==> src/rtl/vedic_pkg.sv <==
// Shared definitions for the Vedic multiply-accumulate path: product width
// default and the accumulator control state encoding.
package vedic_pkg;

  localparam int PROD_W_DEF = 8;

  typedef enum logic [1:0] {
    ST_IDLE  = 2'd0,
    ST_ACCUM = 2'd1,
    ST_HOLD  = 2'd2
  } state_t;

endpackage

==> src/rtl/vedic_sat_add.sv <==
// Combinational unsigned saturating adder: ACC_W-bit accumulator plus a
// zero-extended PROD_W-bit product, clipped to all-ones on carry out.
module vedic_sat_add #(
  parameter int ACC_W  = 16,
  parameter int PROD_W = 8
) (
  input  logic [ACC_W-1:0]  acc,
  input  logic [PROD_W-1:0] prod,
  output logic [ACC_W-1:0]  sum,
  output logic              sat
);

  function automatic logic [ACC_W-1:0] sat_clip(input logic [ACC_W:0] wide);
    return wide[ACC_W] ? {ACC_W{1'b1}} : wide[ACC_W-1:0];
  endfunction

  logic [ACC_W:0] wide;

  assign wide = {1'b0, acc} + {{(ACC_W + 1 - PROD_W){1'b0}}, prod};
  assign sat  = wide[ACC_W];
  assign sum  = sat_clip(wide);

endmodule

==> src/rtl/vedic_prod_accumulator.sv <==
// Frame accumulator behind the 4x4 Vedic multiplier: sums frame_len products
// with saturation and presents the sum plus a sticky overflow flag.
module vedic_prod_accumulator
  import vedic_pkg::*;
#(
  parameter int PROD_W = PROD_W_DEF,
  parameter int ACC_W  = 16,
  parameter int CNT_W  = 4
) (
  input  logic              clk,
  input  logic              rst,
  input  logic              start,
  input  logic [CNT_W-1:0]  frame_len,
  input  logic              prod_valid,
  input  logic [PROD_W-1:0] prod_data,
  output logic              prod_ready,
  output logic              out_valid,
  output logic [ACC_W-1:0]  out_data,
  output logic              out_ovf,
  input  logic              out_ready,
  output logic              busy
);

  state_t             state, state_nxt;
  logic [ACC_W-1:0]   acc;
  logic               ovf;
  logic [CNT_W-1:0]   cnt;
  logic [ACC_W-1:0]   add_sum;
  logic               add_sat;
  logic               beat;

  vedic_sat_add #(
    .ACC_W  (ACC_W),
    .PROD_W (PROD_W)
  ) u_sat_add (
    .acc  (acc),
    .prod (prod_data),
    .sum  (add_sum),
    .sat  (add_sat)
  );

  assign beat = (state == ST_ACCUM) && prod_valid;

  always_comb begin
    state_nxt = state;
    case (state)
      ST_IDLE: begin
        if (start) state_nxt = (frame_len != '0) ? ST_ACCUM : ST_HOLD;
      end
      ST_ACCUM: begin
        if (prod_valid && (cnt == CNT_W'(1))) state_nxt = ST_HOLD;
      end
      ST_HOLD: begin
        if (out_ready) state_nxt = ST_IDLE;
      end
      default: state_nxt = ST_IDLE;
    endcase
  end

  always_ff @(posedge clk) begin
    if (rst) begin
      state <= ST_IDLE;
      acc   <= '0;
      ovf   <= 1'b0;
      cnt   <= '0;
    end else begin
      state <= state_nxt;
      if ((state == ST_IDLE) && start) begin
        acc <= '0;
        ovf <= 1'b0;
        cnt <= frame_len;
      end else if (beat) begin
        // Saturation keeps acc at all-ones for the rest of the frame since
        // every further addend is non-negative.
        acc <= add_sum;
        ovf <= ovf | add_sat;
        cnt <= cnt - CNT_W'(1);
      end
    end
  end

  assign prod_ready = (state == ST_ACCUM);
  assign out_valid  = (state == ST_HOLD);
  assign busy       = (state != ST_IDLE);
  assign out_data   = acc;
  assign out_ovf    = ovf;

endmodule

==> config.mk <==
export PLATFORM = sky130hd
export DESIGN_NAME = vedic_prod_accumulator
export DESIGN_NICKNAME = d
export VERILOG_FILES = /design/src/rtl/vedic_pkg.sv /design/src/rtl/vedic_sat_add.sv /design/src/rtl/vedic_prod_accumulator.sv
export SDC_FILE = /design/constraint.sdc
export NUM_CORES = 1
export LEC_CHECK = 0
export ABC_AREA = 1
export CAP_MARGIN = 20
export CORE_AREA = 4 4 88 90
export DETAILED_ROUTE_END_ITERATION = 8
export DIE_AREA = 0 0 92 94
export PLACE_DENSITY = 0.46
export RECOVER_POWER = 50
export SYNTH_ARGS = -nofsm -noshare
export SYNTH_HDL_FRONTEND = slang
export SYNTH_SLANG_ARGS = --single-unit
==> constraint.sdc <==
create_clock -name clk -period 2.45 [get_ports clk]
set_input_delay 0.49 -clock clk [delete_from_list [all_inputs] [get_ports clk]]
set_output_delay 0.49 -clock clk [all_outputs]
set_load 0.03 [all_outputs]
# == Yosys cells after proc, flatten, opt, wreduce, memory -nomap -nowiden ==
# Index checks and enable logic that the tools add are counted.
# word_totals
ff_bits,23
latchBits,0
ramBits,0
rom_bits,0
inputBits,17
out_inout_bits,20
wordCells,30
mem_count,0
# op_classes
add_sub_neg,2
mul,0
div_mod_pow,0
order_cmp,0
eq_ne,6
shifts,0
n_mux,8
bitwise_logic,1
n_reduce_logical,9
# ops
cell,count
adder 16 x 8 -> 17 bit,1
two-way mux 16 bit,1
two-way mux 2 bit,4
two-way mux 4 bit,2
one-hot mux 2 bit (3 select lines),1
== test 4 x 1 -> 1 bit (second input constant),1
!= test 2 x 1 -> 1 bit (second input constant),2
nonzero test 2 bit,2
nonzero test 4 bit,1
subtractor 4 x 1 -> 4 bit (second input constant),1
logical AND 1 bit,3
AND reduction 3 bit,1
== test 2 x 1 -> 1 bit (second input constant),1
== test 2 bit (second input constant),1
logical NOT 2 bit,1
!= test 2 bit (second input constant),1
OR reduction 2 bit,1
bitwise OR 1 bit,1

# == Logic depth before layout (Yosys ltp) ==
# logic_depth
word_depth,4
depth_mapped,12
mapped_depth_nobuf,12

# == Modules after synthesis ==
# Synthesis repeated with hierarchy kept, for this count alone.
# hier_totals
cells_unflattened,295
area_unflattened_um2,1893.1
# by_module_without_submodules
mod,n_inst,cells_each,area_each_um2,seq_area_each_um2
vedic_prod_accumulator,1,143,1049.8,460.4
vedic_sat_add,1,152,843.3,0.0

# == Worst setup path before layout ==
# No wires, ideal clock.
# synth_path
kind,input -> register
startpoint,input port prod_data[0]
endpoint,register acc[5] (netlist: out_data[5])
setup_time_ns,0.115
t_arrival_ns,1.805
required_time_ns,2.335
path_slack_ns,0.530
path_stages,9
path_buffers,0
path_cell_list,ha_1 fa_1 nand2_1 nand3_1 nand3_2 nand3_4 nand2_2 nand2_2 o21ba_1
# synth_via
elab_chain_len,2
# synth_rtl
item,line,rtl
from (decl),vedic_prod_accumulator.sv:15,"input logic [PROD_W-1:0] prod_data,"
adder 16 x 8 -> 17 bit,vedic_sat_add.sv:19,"assign wide = {1'b0, acc} + {{(ACC_W + 1 - PROD_W){1'b0}}, prod};"
two-way mux 16 bit,vedic_sat_add.sv:14,return wide[ACC_W] ? {ACC_W{1'b1}} : wide[ACC_W-1:0];
to (signal assigned),vedic_prod_accumulator.sv:75,acc <= add_sum;
to (decl),vedic_prod_accumulator.sv:25,logic [ACC_W-1:0] acc;
# Every way passes these cells.
# A chain may end at the register's enable or synchronous reset.

# == Worst setup path after layout ==
# layout_path
startpoint,input port prod_data[0]
endpoint,register acc[7] (netlist: out_data[7])
# Same word-level chain as after synthesis.

==> results.toml <==
[run_status]
status = "complete, no violations"

[placed_design]
place_ws_ns = -0.02200
hpwl_um = 3497
place_congestion = 0.7522
place_area_um2 = 2168
port_buffers = 36
dp_cells = 383

[worst_setup_path]
path_cells = "clkdlybuf4s50_1 -> ha_1 -> fa_1 -> nand2_1 -> nand3_1 -> nand3_2 -> nand3_4 -> nand2_2 -> nand2_2 -> o21ba_1"
critPathMaxFanout = 8
critPathBufInv = 1
critPathKind = "primary input to flop"
max_stage_delay_ns = 0.41
start_kind = "primary input"
endpoint_kind = "flop"
slowest_stage = "clkdlybuf4s50_1"
critPathTopFamily = "simple AND/OR/NAND/NOR gates"
critPathMostFrequentCell = "nand2_2"
required_ns = 2.62
reg2reg_setup_slack_ns = 0.60
crit_arrival_ns = 2.34

[die]
ios = 37
core_area_um2 = 7059
die_x_um = 92
dieArea_um2 = 8648
num_rows = 31
fp.dieH_um = 94
start_util_pct = 23.91

[timing]
min_period_ns = 2.170
rsz0062_at_grt = "no"
fin_hold_ws_ns = 0.4528
slew-limit-headroom_pct = 60.58
fin_skew_ns = 0.005584
final-hold-violation-count = 0
fmax_ghz = 0.4608
setup_ws_ns = 0.2798
finalCritPeriodShare_pct = 88.58
setup_viol = 0
fin_setup_tns_ns = 0
slew_violations = 0
worst_slew_pin_slew_ns = 0.5897

[synthesis]
ys_seq_area_share_pct = 27.28
syn_avg_cell_area_um2 = 6.806
syn-num-nets = 276
syn_inst = 248
synth_cell_types = 33
ys_warn_count = 0
netlist_area_um2 = 1688
yosys_register_bits = 23

[cells_and_area]
insertedDiodeCount = 0
layout_commonest_cell = "nand2_1"
layout_common_cells = "nand2_1 (58), inv_1 (42), nand3_1 (23), dfxtp_1 (23), clkdlybuf4s50_1 (19)"
fin_cells = 387
final_area_um2 = 2202
area_growth_pct = 30.47
drive_gt1_share_pct = 8.333
final_core_util_pct = 31.19
fin_nets = 317

[power]
ir_drop_v = 0.0002018
power_mw = 1.113
p_per_area_nw_per_um2 = 505.5
p_leak_nw = 1.074

[global_routing]
antenna_found_initial = 0
grt_pass1_vias = 1577
grt-ovfl-total = 0
grt_usage_pct = 10.77
grt_max_degree = 22
grt_pass1_wl_um = 7452

[clocking]
cts.sinks = 23
cts_buffers = 3
clockBufferDepth = 2
clkSlewWorstSetupHoldPaths_ns = 0.09
cts.repair.resized = 0
root_buffer = "clkbuf_8"
holdBufCountCts = 0
h-tree-depth = 1
cts_tree = "built"
postCtsSetupBuffers = 0
clk_latency_ns = 0.27

[detailed_routing]
routedWlPerCell_um = 11.43
routed_wirelength_um = 4424
via_per_inst = 4.256
drc_errors = 0
drt_iter0_drc = 82
postRouteAntennaNets = 0
drt_pass1_iterations = 4
vias = 1647

[worst_hold_path]
hold_class = "flop to flop"

[flow_run]
drv_cap = 0
==> sequential cells by signal, summed over array words and instances, names as in the netlist <==
register,count
out_data,16
out_ovf,1
state,2
cnt,4
==> cells by family after synthesis <==
group | count (synthesis) | share of synthesized area, %
mux | 2 | 1.186
buf+inv | 47 | 11.49
fa+ha+maj | 11 | 8.599
compound gates | 37 | 12.82
xor+xnor | 5 | 2.594
simple gates | 123 | 36.03
flops | 23 | 27.28
==> area by class of cell <==
type | instances | area [um2]
fill | 795 | 4857
multi-input combinational | 178 | 1021
sequential | 23 | 460.4
timing repair buffer | 39 | 382.9
inverter | 44 | 167.7
tap | 99 | 123.9
clock buffer | 3 | 41.29
clock inverter | 1 | 5.005
==> worst register-to-register path, stage by stage (launching register included) <==
cell and delay [ns]:
dfxtp_1 0.33, ha_1 0.21, fa_1 0.39, nand2_1 0.08
nand3_1 0.13, nand3_2 0.11, nand3_4 0.12, nand2_2 0.11
nand2_2 0.08, o21ba_1 0.19
==> report_power, final <==
part	total, mW	internal, mW	switching, mW
registers	0.435	0.406	0.0296
clock network	0.243	0.114	0.130
logic	0.435	0.166	0.269
total	1.11	0.685	0.428
==> Yosys cell counts (all sizes together) <==
library cell,count,area (um2)
o211ai,1,12.51
o22ai,2,12.51
ha,10,125.1
nand3,26,172.7
dfxtp,23,460.4
buf,3,26.27
inv,44,167.7
nor3,2,10.01
a31oi,3,18.77
o21bai,1,7.510
xnor2,1,8.760
mux2i,2,20.02
o31ai,2,15.01
nand4,7,43.79
o21ai,10,50.04
nor2,23,108.9
nor4,1,12.51
nand2,63,254.0
and2,1,6.260
fa,1,20.02
a21oi,16,80.08
o21ba,2,20.02
xor2,4,35.03
==> routing by layer <==
metal / track usage, % / wire length [um] / vias up / part of all wire (%)
met1: 14.44 / 2218 / 737 / 50
met2: 17.34 / 2000 / 23 / 45
li1: - / - / 885 / -
met5: 0 / 0 / - / 0
met4: 3.713 / 48 / 0 / 1.1
met3: 2.003 / 157 / 2 / 3.5
==> worst paths after layout <==
check                             startpoint          end  cells after the start
worst min-delay path                 out_ovf      out_ovf                      2
worst max-delay path            prod_data[0]  out_data[7]                     10
worst max register to register   out_data[0]  out_data[7]                      9
worst min register to register       out_ovf      out_ovf                      2
Power figures use the tool's default switching activity.
